===== config.mk =====
export PLATFORM = sky130hd
export DESIGN_NAME = serial_demux8_flat
export DESIGN_NICKNAME = d
export VERILOG_FILES = /design/src/rtl/serial_demux8_pkg.sv /design/src/rtl/serial_demux8_if.sv /design/src/rtl/serial_demux8_sel_decoder.sv /design/src/rtl/serial_demux8.sv /design/src/flat_wrapper.sv
export SDC_FILE = /design/constraint.sdc
export NUM_CORES = 1
export LEC_CHECK = 0
export CAP_MARGIN = 10
export CORE_ASPECT_RATIO = 1.1
export CORE_MARGIN = 2
export CORE_UTILIZATION = 35
export CTS_CLUSTER_DIAMETER = 60
export DETAILED_ROUTE_END_ITERATION = 16
export MAX_ROUTING_LAYER = met4
export PLACE_DENSITY = 0.56
export SETUP_SLACK_MARGIN = 0.3
export SLEW_MARGIN = 5
export SYNTH_ARGS = -nofsm -noshare
export SYNTH_HDL_FRONTEND = slang
export SYNTH_HIERARCHICAL = 1
export SYNTH_SLANG_ARGS = --single-unit

===== constraint.sdc =====
create_clock -name clk -period 1.34 [get_ports clk]
set_input_delay 0.268 -clock clk [delete_from_list [all_inputs] [get_ports clk]]
set_output_delay 0.268 -clock clk [all_outputs]
set_load 0.005 [all_outputs]

===== src/rtl/serial_demux8_pkg.sv =====
// ---------------------------------------------------------------------------
// serial_demux_pkg
// Shared definitions for the serial_demux8 receiver: default word width and
// the receive FSM state encoding.
// ---------------------------------------------------------------------------
package serial_demux_pkg;

    localparam int DEF_WIDTH = 8;

    typedef enum logic {
        IDLE = 1'b0,
        RECV = 1'b1
    } state_t;

endpackage


===== src/rtl/serial_demux8_if.sv =====
// ---------------------------------------------------------------------------
// serial_demux8_if
// Bundles the serial input side and the parallel output side of the
// serial_demux8 receiver.
//   din, din_valid, frame : serial bit, its qualifier, start-of-word marker
//   dout, dout_valid      : last complete word (dout[0] = first bit) + strobe
//   sel, busy, frame_err  : next slot, partial-word flag, resync pulse
// master: the serial transmitter side; slave: the receiver.
// ---------------------------------------------------------------------------
interface serial_demux8_if
    import serial_demux_pkg::*;
#(
    parameter int WIDTH = DEF_WIDTH
);
    localparam int SEL_W = $clog2(WIDTH);

    logic             din;
    logic             din_valid;
    logic             frame;
    logic [0:WIDTH-1] dout;
    logic             dout_valid;
    logic [SEL_W-1:0] sel;
    logic             busy;
    logic             frame_err;

    modport master (
        output din, din_valid, frame,
        input  dout, dout_valid, sel, busy, frame_err
    );

    modport slave (
        input  din, din_valid, frame,
        output dout, dout_valid, sel, busy, frame_err
    );

endinterface


===== src/rtl/serial_demux8_sel_decoder.sv =====
// ---------------------------------------------------------------------------
// sel_decoder
// Combinational one-hot write-enable decoder: the 1:WIDTH demultiplexer.
//   en  : global enable (an accepted data bit)
//   sel : slot index
//   we  : we[i] high when en is high and sel == i
// ---------------------------------------------------------------------------
module sel_decoder
    import serial_demux_pkg::*;
#(
    parameter int WIDTH = DEF_WIDTH
) (
    input  logic                     en,
    input  logic [$clog2(WIDTH)-1:0] sel,
    output logic [0:WIDTH-1]         we
);
    localparam int SEL_W = $clog2(WIDTH);

    generate
        for (genvar gi = 0; gi < WIDTH; gi++) begin : g_we
            assign we[gi] = en && (sel == SEL_W'(gi));
        end
    endgenerate

endmodule


===== src/rtl/serial_demux8.sv =====
// ---------------------------------------------------------------------------
// serial_demux8
// Serial-to-parallel receiver. Accepted bits are steered into a shadow
// register slot selected by a slot counter; a completed word is copied to
// dout with a one-cycle dout_valid strobe. A frame bit during a partial word
// restarts reception and pulses frame_err.
//   clk   : rising-edge clock
//   rst_n : asynchronous active-low reset
//   bus   : serial_demux8_if.slave (see interface header for signals)
// ---------------------------------------------------------------------------
module serial_demux8
    import serial_demux_pkg::*;
#(
    parameter int WIDTH = DEF_WIDTH
) (
    input  logic          clk,
    input  logic          rst_n,
    serial_demux8_if.slave bus
);
    localparam int SEL_W = $clog2(WIDTH);
    localparam logic [SEL_W-1:0] LAST_SLOT = SEL_W'(WIDTH - 1);

    state_t           state_reg, state_next;
    logic [SEL_W-1:0] sel_reg, sel_next;
    logic [0:WIDTH-1] shadow_reg, shadow_next;
    logic [0:WIDTH-1] dout_reg, dout_next;
    logic             dout_valid_reg, dout_valid_next;
    logic             frame_err_reg, frame_err_next;

    logic [0:WIDTH-1] we;
    logic [0:WIDTH-1] word_in;
    logic             data_bit;

    // Only non-frame bits in RECV go through the demux; frame bits always
    // restart the word at slot 0 with the rest of the shadow cleared.
    assign data_bit = bus.din_valid && !bus.frame && (state_reg == RECV);

    sel_decoder #(
        .WIDTH (WIDTH)
    ) u_sel_decoder (
        .en  (data_bit),
        .sel (sel_reg),
        .we  (we)
    );

    // Shadow contents with the current bit merged into the addressed slot;
    // on the last slot this is exactly the completed word.
    generate
        for (genvar gi = 0; gi < WIDTH; gi++) begin : g_merge
            assign word_in[gi] = we[gi] ? bus.din : shadow_reg[gi];
        end
    endgenerate

    always_comb begin
        state_next      = state_reg;
        sel_next        = sel_reg;
        shadow_next     = shadow_reg;
        dout_next       = dout_reg;
        dout_valid_next = 1'b0;
        frame_err_next  = 1'b0;

        if (bus.din_valid && bus.frame) begin
            // New word (from IDLE) or resync (from RECV): same restart.
            shadow_next    = '0;
            shadow_next[0] = bus.din;
            sel_next       = SEL_W'(1);
            state_next     = RECV;
            frame_err_next = (state_reg == RECV);
        end else if (data_bit) begin
            shadow_next = word_in;
            if (sel_reg == LAST_SLOT) begin
                dout_next       = word_in;
                dout_valid_next = 1'b1;
                sel_next        = '0;
                state_next      = IDLE;
            end else begin
                sel_next = sel_reg + SEL_W'(1);
            end
        end
    end

    always_ff @(posedge clk or negedge rst_n) begin
        if (!rst_n) begin
            state_reg      <= IDLE;
            sel_reg        <= '0;
            shadow_reg     <= '0;
            dout_reg       <= '0;
            dout_valid_reg <= 1'b0;
            frame_err_reg  <= 1'b0;
        end else begin
            state_reg      <= state_next;
            sel_reg        <= sel_next;
            shadow_reg     <= shadow_next;
            dout_reg       <= dout_next;
            dout_valid_reg <= dout_valid_next;
            frame_err_reg  <= frame_err_next;
        end
    end

    assign bus.dout       = dout_reg;
    assign bus.dout_valid = dout_valid_reg;
    assign bus.sel        = sel_reg;
    assign bus.busy       = (state_reg == RECV);
    assign bus.frame_err  = frame_err_reg;

endmodule


===== src/flat_wrapper.sv =====
// flat-port wrapper written by rule: the top's interface ports become plain ports
module serial_demux8_flat import serial_demux_pkg::*;
#(
    parameter int WIDTH = DEF_WIDTH
)
  (clk, rst_n, bus_din, bus_din_valid, bus_frame, bus_dout, bus_dout_valid, bus_sel, bus_busy, bus_frame_err);
  serial_demux8_if #(.WIDTH(WIDTH)) bus_i ();
  input  logic clk;
  input  logic rst_n;
  input wire logic [$bits(bus_i.din)-1:0] bus_din;
  input wire logic [$bits(bus_i.din_valid)-1:0] bus_din_valid;
  input wire logic [$bits(bus_i.frame)-1:0] bus_frame;
  output wire logic [$bits(bus_i.dout)-1:0] bus_dout;
  output wire logic [$bits(bus_i.dout_valid)-1:0] bus_dout_valid;
  output wire logic [$bits(bus_i.sel)-1:0] bus_sel;
  output wire logic [$bits(bus_i.busy)-1:0] bus_busy;
  output wire logic [$bits(bus_i.frame_err)-1:0] bus_frame_err;
  assign bus_i.din = bus_din;
  assign bus_i.din_valid = bus_din_valid;
  assign bus_i.frame = bus_frame;
  assign bus_dout = bus_i.dout;
  assign bus_dout_valid = bus_i.dout_valid;
  assign bus_sel = bus_i.sel;
  assign bus_busy = bus_i.busy;
  assign bus_frame_err = bus_i.frame_err;
  serial_demux8 #(.WIDTH(WIDTH)) u_core (.clk(clk), .rst_n(rst_n), .bus(bus_i));
endmodule

# Word-level counts from Yosys, hierarchy flattened
# Index checks and enable logic that the tools add are counted.
[word_totals] mem_count=0 ff_bits=22 latch_bits=0 mem_bits_rw=0 inputBits=5 romBits=0
[op_classes] n_mux=20 order_cmp=0 n_shift=0 reduce_logical=17 n_eq_ne=7 n_mul=0 n_div=0 n_addsub=1 n_bitwise=1
[op_table] operator="$mux 8" count=2
[op_table] operator="$mux 1" count=15
[op_table] operator="$eq 3x3->1 const B" count=4
[op_table] operator="$logic_and 1x1->1" count=11
[op_table] operator="$mux 3" count=3
[op_table] operator="$eq 3x2->1 const B" count=2
[op_table] operator="$reduce_bool 2->1" count=2
[op_table] operator="$add 3x1->3 const B" count=1
[op_table] operator="$eq 3x1->1 const B" count=1
[op_table] operator="$logic_not 3->1" count=1
[op_table] operator="$reduce_and 3->1" count=1
[op_table] operator="$reduce_and 2->1" count=1
[op_table] operator="$logic_not 1->1" count=1
[op_table] operator="$not 1->1" count=1

# Logic depth before layout (Yosys ltp)
# Gate-level depths: netlist of run 1.
[depth] word_depth=7 depth_mapped=6 ltp_nobuf=5

# By module
# The synthesis of run 1 kept the hierarchy.
[modules_own_cells] mod="serial_demux8" cells_each=98 instances=1 area_per_inst_um2=1062.3 seq_area_each_um2=550.5
[modules_own_cells] mod="sel_decoder" cells_each=8 instances=1 area_per_inst_um2=96.3 seq_area_each_um2=0.0

# Worst setup path before layout of run 1
# Ideal clock, no wire load.
[synth_path] path_kind="reg2reg" from="register u_core.state_reg (netlist: u_core/bus.busy)" to="register u_core/shadow_reg[0] (netlist bit)" slack_ns=-0.119 required_time_ns=1.211 t_arrival_ns=1.330 stages_incl_launch_ff=7 setup_time_ns=0.129 path_buffers=1 path_cell_list="dfrtp_1 buf_6 and3b_1 nor4b_2 a21oi_1 o21ai_0 o21ai_0"
[synth_between] elab_chain_len=5
[synth_rtl] element="from (decl)" line_no="serial_demux8.sv:23" text="state_t state_reg, state_next;"
[synth_rtl] element="from (signal assigned)" line_no="serial_demux8.sv:91" text="state_reg <= state_next;"
[synth_rtl] element="$logic_and 1x1->1" line_no="serial_demux8.sv:36" text="assign data_bit = bus.din_valid && !bus.frame && (state_reg == RECV);"
[synth_rtl] element="net u_core.data_bit" line_no="serial_demux8.sv:32" text="logic data_bit;"
[synth_rtl] element="$logic_and 1x1->1" line_no="serial_demux8_sel_decoder.sv:21" text="assign we[gi] = en && (sel == SEL_W'(gi));"
[synth_rtl] element="net u_core.we (one bit)" line_no="serial_demux8.sv:30" text="logic [0:WIDTH-1] we;"
[synth_rtl] element="$mux 1" line_no="serial_demux8.sv:50" text="assign word_in[gi] = we[gi] ? bus.din : shadow_reg[gi];"
[synth_rtl] element="$mux 8" line_no="serial_demux8.sv:69" text="end else if (data_bit) begin"
[synth_rtl] element="$mux 8" line_no="serial_demux8.sv:62" text="if (bus.din_valid && bus.frame) begin"
[synth_rtl] element="to (signal assigned)" line_no="serial_demux8.sv:93" text="shadow_reg <= shadow_next;"
[synth_rtl] element="to (decl)" line_no="serial_demux8.sv:25" text="logic [0:WIDTH-1] shadow_reg, shadow_next;"
# The timed path passes the listed nets, and every way through them passes these cells. The select of a mux whose other input is x is not followed.
# A chain may end at the register's enable or synchronous reset.

# Worst setup path in the final report of run 1
[layout_path] from="register u_core.sel_reg[1] (netlist: u_core/bus.sel[1])" to="register u_core.dout_reg (netlist bit u_core/bus.dout[4])"
[layout_between] elab_chain_len=3
[layout_rtl] element="from (decl)" line_no="serial_demux8.sv:24" text="logic [SEL_W-1:0] sel_reg, sel_next;"
[layout_rtl] element="from (signal assigned)" line_no="serial_demux8.sv:92" text="sel_reg <= sel_next;"
[layout_rtl] element="$eq 3x3->1" line_no="serial_demux8_sel_decoder.sv:21"
[layout_rtl] element="$logic_and 1x1->1" line_no="serial_demux8_sel_decoder.sv:21"
[layout_rtl] element="net u_core.we (one bit)" line_no="serial_demux8.sv:30"
[layout_rtl] element="$mux 1" line_no="serial_demux8.sv:50"
[layout_rtl] element="to (signal assigned)" line_no="serial_demux8.sv:94" text="dout_reg <= dout_next;"
[layout_rtl] element="to (decl)" line_no="serial_demux8.sv:26" text="logic [0:WIDTH-1] dout_reg, dout_next;"
# The timed path passes the listed nets, and every way through them passes these cells.

==> impl_metrics.py, run 1 <==
metrics = {
    "placement": {
        "gp_congestion": 0.769,
        "io_buffers": 18,
        "dpl.hpwl_um": 1760,
        "place_area_um2": 1470,
        "dp_cells": 165,
        "place_ws_ps": -414,
    },
    "route": {
        "drc": 1,
        "num_vias": 1046,
        "antenna_left": 0,
        "viasPerCell": 5.59,
        "wl_per_cell_um": 17.0,
        "postRouteWirelength_um": 3180,
        "first_pass_iters": 10,
        "drtIter0Drc": 35,
    },
    "sta": {
        "worst_pin_slew_ps": 290,
        "setup_viol": 19,
        "setup_slack_ps": -93.2,
        "holdWs_ps": 295,
        "tns_ps": -827,
        "slew_viol_final": 0,
        "skew_ps": 1.12,
        "max_freq_mhz": 698,
        "min_period_ps": 1430,
        "hold_viol_final": 0,
        "slew_headroom_pct": 80.6,
        "grt_setup_unrepaired": "true",
        "period_share_pct": 107,
    },
    "pwr": {
        "powerDensity_nw_per_um2": 1040,
        "p_int_mw": 1.29,
        "power.switching_mw": 0.544,
        "power.share.clock_pct": 20.4,
        "pwr-share-seq_pct": 42.7,
        "irDropWorstVdd_mv": 0.516,
        "power_mw": 1.84,
        "leakage_nw": 0.803,
        "combPwrFrac_pct": 36.9,
        "swShare_pct": 29.6,
    },
    "synthesis": {
        "synth_seq_cells": 22,
        "synth.net_count": 114,
        "ys_types": 27,
        "synth_warnings": 6,
        "syn-instance-count": 106,
        "ys_seq_area_share_pct": 47.5,
        "syn_area_um2": 1160,
        "syn_area_per_cell_um2": 10.9,
    },
    "floorplanning": {
        "io_pins": 19,
        "core_area_um2": 3100,
        "dieArea_um2": 3790,
        "initial_core_util_pct": 37.4,
        "die_h_um": 64.3,
        "rows": 21,
        "die_x_um": 58.9,
    },
    "final_layout": {
        "drive_gt1_share_pct": 51.0,
        "antenna_cells": 0,
        "final.fill_count": 269,
        "num-nets-final": 162,
        "area_growth_pct": 52.6,
        "layout.cells.non_filler": 187,
        "fin_area_um2": 1770,
        "post-route-util_pct": 57.0,
    },
    "clock_network": {
        "cts_buffers": 3,
        "htreeDepth": 1,
        "clk_pin_slew_worst_paths_ps": 130,
        "cts.sinks": 22,
        "cts_buffer_depth": 2,
        "root_buffer": "clkbuf_4",
        "cts_tree": "built",
        "clk-insertion-delay-late_ps": 310,
    },
    "setup_path": {
        "worstPathArrival_ps": 1640,
        "r2r_cells": 5,
        "start_kind": "flop",
        "crit_top_cell": "buf_6",
        "max_stage_delay_ps": 430,
        "path_cells": "buf_6 -> buf_6 -> and4bb_2 -> mux2i_2 -> o21ai_1",
        "cp_slowest_cell": "dfrtp_2",
        "path_class": "reg2reg",
        "cp_max_fo": 7,
        "end_kind": "flop",
        "required_ps": 1550,
    },
    "global_route": {
        "gr-usage-all-layers_pct": 17.0,
        "grt_max_degree": 23,
        "grt-ovfl-total": 0,
        "grt_pass1_vias": 1027,
        "grt_pass1_wl_um": 4770,
        "antenna_found_initial": 0,
    },
    "run": {
        "max_cap_violations": 0,
    },
    "status": {
        "violations": "design-rule violations, negative setup slack",
        "status": "complete, but fails checks",
    },
    "hold_path": {
        "hp-class": "in2async",
    },
}
## layer usage
layer | GRT usage [%] | routed length, um
met1 | 21.0 | 1320
met2 | 26.7 | 1720
met3 | 2.63 | 81
met4 | 8.24 | 59
met5 | - | 0
## area by class of cell
class	instances	area [um^2]	area share, %
clock buffers	4	36.3	2.05
multi-input cells	79	704	39.8
inverters	1	3.75	0.212
repair buffers	47	427	24.1
well taps	34	42.5	2.41
flip-flops and latches	22	554	31.4
## path summary, 6_finish.rpt
kind / from / to / slack, ps
max in group asynchronous: rst_n / u_core/bus.sel[2] / 810
hold / removal: rst_n / u_core/bus.dout[6] / 290
min in group clk: u_core/bus.dout[0] / u_core/bus.dout[0] / 500
setup / recovery: u_core/bus.sel[1] / u_core/bus.dout[4] / -90
setup reg to reg: u_core/bus.sel[1] / u_core/bus.dout[4] / -90
hold reg to reg: u_core/bus.dout[0] / u_core/bus.dout[0] / 500
## what timing repair did
item,in CTS,in global routing
endpoints found under the hold margin,0,0
setup endpoints to repair,35,36
cloned,2,1
setup buffers,11,4
gates resized for setup,79,17
hold buffers,0,0
pin swaps,13,23
## cells in the final DEF, fill, tap and decap left out, types with 3 or more instances in the layout
master,netlist,routed
a22oi_1,4,4
a32o_1,3,3
and4b_2,3,3
and4bb_2,3,3
buf_2,2,10
buf_4,1,17
buf_6,2,13
clkbuf_4,0,3
dfrtp_1,22,19
dfrtp_2,0,3
ha_4,0,3
mux2i_1,8,7
nand2_1,17,15
nand3_2,0,5
o21ai_0,14,4
o21ai_1,0,8
o2bb2ai_1,4,4
## synthesized netlist by cell type (all sizes together)
master,count,area [um^2]
a21oi,2,10.0
a22o,1,8.76
a22oi,4,30.0
a32o,3,30.0
and2,2,15.0
and3,2,12.5
and3b,1,8.76
and4,1,10.0
and4b,3,33.8
and4bb,3,37.5
buf,5,40.0
clkbuf,1,3.75
dfrtp,22,551
ha,3,37.5
inv,1,3.75
mux2i,8,80.1
nand2,17,63.8
nand3,5,25.0
nand4b,1,23.8
nor2,1,3.75
nor4b,1,15.0
nor4bb,1,10.0
o21ai,14,70.1
o2bb2ai,4,35.0
## critical path: cells and delay by family, from the launching register on
kind | cells | cell delay (ps)
AOI/OAI and AO/OA | 1 | 80
buffers and inverters | 2 | 240
DFF | 1 | 430
muxes | 1 | 240
and+or+nand+nor | 1 | 340
## logic make-up after synthesis
group           share of synthesized area (%)
compound gates                           15.9
flops                                    47.5
fa+ha+maj                                3.24
simple gates                             22.4
buf+inv                                  4.10
mux                                      6.91
## power by group through the flow
| stage | clock, mW | combinational, mW | sequential, mW |
|---|---|---|---|
| final | 0.375 | 0.677 | 0.784 |
| after global routing | 0.417 | 0.734 | 0.795 |
| after CTS | 0.389 | 0.604 | 0.779 |
| after detailed placement | 0 | 0.419 | 0.806 |
| after global placement | 0 | 0.415 | 0.802 |
| after floorplan | 0 | 0.191 | 0.817 |
(Power assumes the default switching activity.)
==> run 2: changes to the inputs <==
--- a/config.mk
+++ b/config.mk
@@ -6,13 +6,13 @@
 export NUM_CORES = 1
 export LEC_CHECK = 0
 export CAP_MARGIN = 10
-export CORE_ASPECT_RATIO = 1.1
+export CORE_ASPECT_RATIO = 1.2
 export CORE_MARGIN = 2
 export CORE_UTILIZATION = 35
 export CTS_CLUSTER_DIAMETER = 60
 export DETAILED_ROUTE_END_ITERATION = 16
 export MAX_ROUTING_LAYER = met4
-export PLACE_DENSITY = 0.56
+export PLACE_DENSITY = 0.54
 export SETUP_SLACK_MARGIN = 0.3
 export SLEW_MARGIN = 5
 export SYNTH_ARGS = -nofsm -noshare
==> constraint.sdc (replaced) <==
create_clock -name clk -period 1.8 [get_ports clk]
set_input_delay 0.36 -clock clk [delete_from_list [all_inputs] [get_ports clk]]
set_output_delay 0.36 -clock clk [all_outputs]
set_load 0.005 [all_outputs]
==> impl_metrics.py, run 2 (synthesized netlist as in run 1, its figures left out) <==
metrics = {
    "status": {
        "status": "completed",
    },
    "sta": {
        "hold_viol_final": 0,
        "slew_headroom_pct": 80.2,
        "tns_ps": 0,
        "min_period_ps": 1480,
        "max_freq_mhz": 674,
        "slew_viol_final": 0,
        "setup_viol": 0,
        "worst_pin_slew_ps": 297,
        "period_share_pct": 82.4,
        "skew_ps": 1.92,
        "holdWs_ps": 378,
        "grt_setup_unrepaired": "true",
    },
    "global_route": {
        "grt_pass1_vias": 1017,
        "grt-ovfl-total": 0,
        "antenna_found_initial": 0,
        "grt_pass1_wl_um": 4820,
        "grt_max_degree": 23,
        "gr-usage-all-layers_pct": 16.8,
    },
    "setup_path": {
        "crit_buf_inv": 2,
        "worstPathArrival_ps": 1120,
        "path_cells": "buf_4 -> dlygate4sd2_1",
        "required_ps": 1440,
        "path_class": "reg2out",
        "cp_max_fo": 2,
        "cp_slowest_cell": "dfrtp_2",
        "start_kind": "flop",
        "r2r_setup_slack_ps": 380,
        "max_stage_delay_ps": 430,
        "end_kind": "primary output",
        "crit_family": "flip-flops",
    },
    "final_layout": {
        "layout_common_cells": "dfrtp_1 (20), nand2_1 (17), dlygate4sd2_1 (13)",
        "final_common_cell": "dfrtp_1",
        "area_growth_pct": 36.5,
        "drive_gt1_share_pct": 29.1,
        "num-nets-final": 150,
        "post-route-util_pct": 50.8,
        "antenna_cells": 0,
    },
    "hold_path": {
        "hp-class": "in2async",
    },
    "route": {
        "postRouteWirelength_um": 2810,
        "drc": 0,
        "highest-signal-layer": "met4",
        "antenna_left": 0,
        "wl_met3_um": 57,
        "first_pass_iters": 4,
        "drtIter0Drc": 34,
        "wl_per_cell_um": 15.9,
        "viasPerCell": 5.50,
        "m1WireLength_um": 1350,
        "wl_met2_um": 1390,
        "num_vias": 973,
    },
    "clock_network": {
        "clk_pin_slew_worst_paths_ps": 130,
        "root_buffer": "clkbuf_4",
        "cts.sinks": 22,
        "cts_hold_buffers": 0,
        "htreeDepth": 1,
        "cts_buffer_depth": 2,
        "clk-insertion-delay-late_ps": 310,
        "cts_tree": "built",
        "cts_buffers": 3,
    },
    "pwr": {
        "leakage_nw": 0.769,
        "irDropWorstVdd_mv": 0.398,
        "powerDensity_nw_per_um2": 771,
    },
    "placement": {
        "io_buffers": 18,
        "dpl.hpwl_um": 1640,
        "gp_congestion": 0.705,
    },
    "floorplanning": {
        "core_area_um2": 3110,
        "io_pins": 19,
        "rows": 22,
        "initial_core_util_pct": 37.2,
        "die_x_um": 56.5,
        "dieArea_um2": 3790,
        "die_h_um": 67.0,
    },
    "run": {
        "max_cap_violations": 0,
    },
}
[run 2: changes by cell type in the layout (fill, tap and decap cells not counted), sizes merged]
cell,before,now
clkdlybuf4s15,0,1
clkbuf,5,4
dlygate4sd2,2,13
buf,42,17
dlymetal6s2s,0,2
[run 2: area by class of cell]
cell class | instances | area, um^2
fill | 299 | 1530
multi-input combinational | 79 | 631
sequential | 22 | 553
timing repair buffer | 35 | 313
tap | 36 | 45.0
clock buffer | 4 | 36.3
inverter | 1 | 3.75
[run 2: worst paths after layout]
check,start,end,cells past startpoint
setup / recovery,u_core/bus.sel[1],bus_sel[1],2
hold / removal,rst_n,u_core/bus.dout[5],2
min in group clk,bus_frame,u_core/shadow_reg[3],3
hold reg to reg,u_core/bus.dout[3],u_core/bus.dout[3],2
max in group asynchronous,rst_n,u_core/bus.sel[2],2
setup reg to reg,u_core/bus.sel[1],u_core/shadow_reg[5],5
[run 2: layer usage]
metal	GRT usage, %	vias to the layer above
met1	21.7	483
li1	-	476
met4	7.14	0
met5	-	-
met2	26.9	12
met3	1.94	2
[run 2: per-stage QoR]
stage	cell area, um^2	setup slack (ps)	std cells	total power [mW]
3_5_place_dp	1390	-219	160	0.855
2_1_floorplan	1160	341	106	0.736
5_1_grt	1580	271	177	1.30
3_3_place_gp	1390	-119	160	0.851
6_report	1580	317	177	1.22
4_1_cts	1520	239	173	1.18
[run 2: power breakdown]
| part | switching [mW] | leakage (nW) | total (mW) | internal [mW] |
|---|---|---|---|---|
| clock | 0.155 | 0.0210 | 0.279 | 0.123 |
| combinational | 0.169 | 0.457 | 0.362 | 0.193 |
| sequential | 0.0341 | 0.291 | 0.578 | 0.544 |
[run 2: what timing repair did]
| item | 4_1_cts | 5_1_grt |
|---|---|---|
| resized for setup | 24 | 14 |
| endpoints found under the setup margin | 30 | 19 |
| pin swaps | 2 | 8 |
| cloned | 2 | 1 |
| buffers inserted | 7 | 3 |
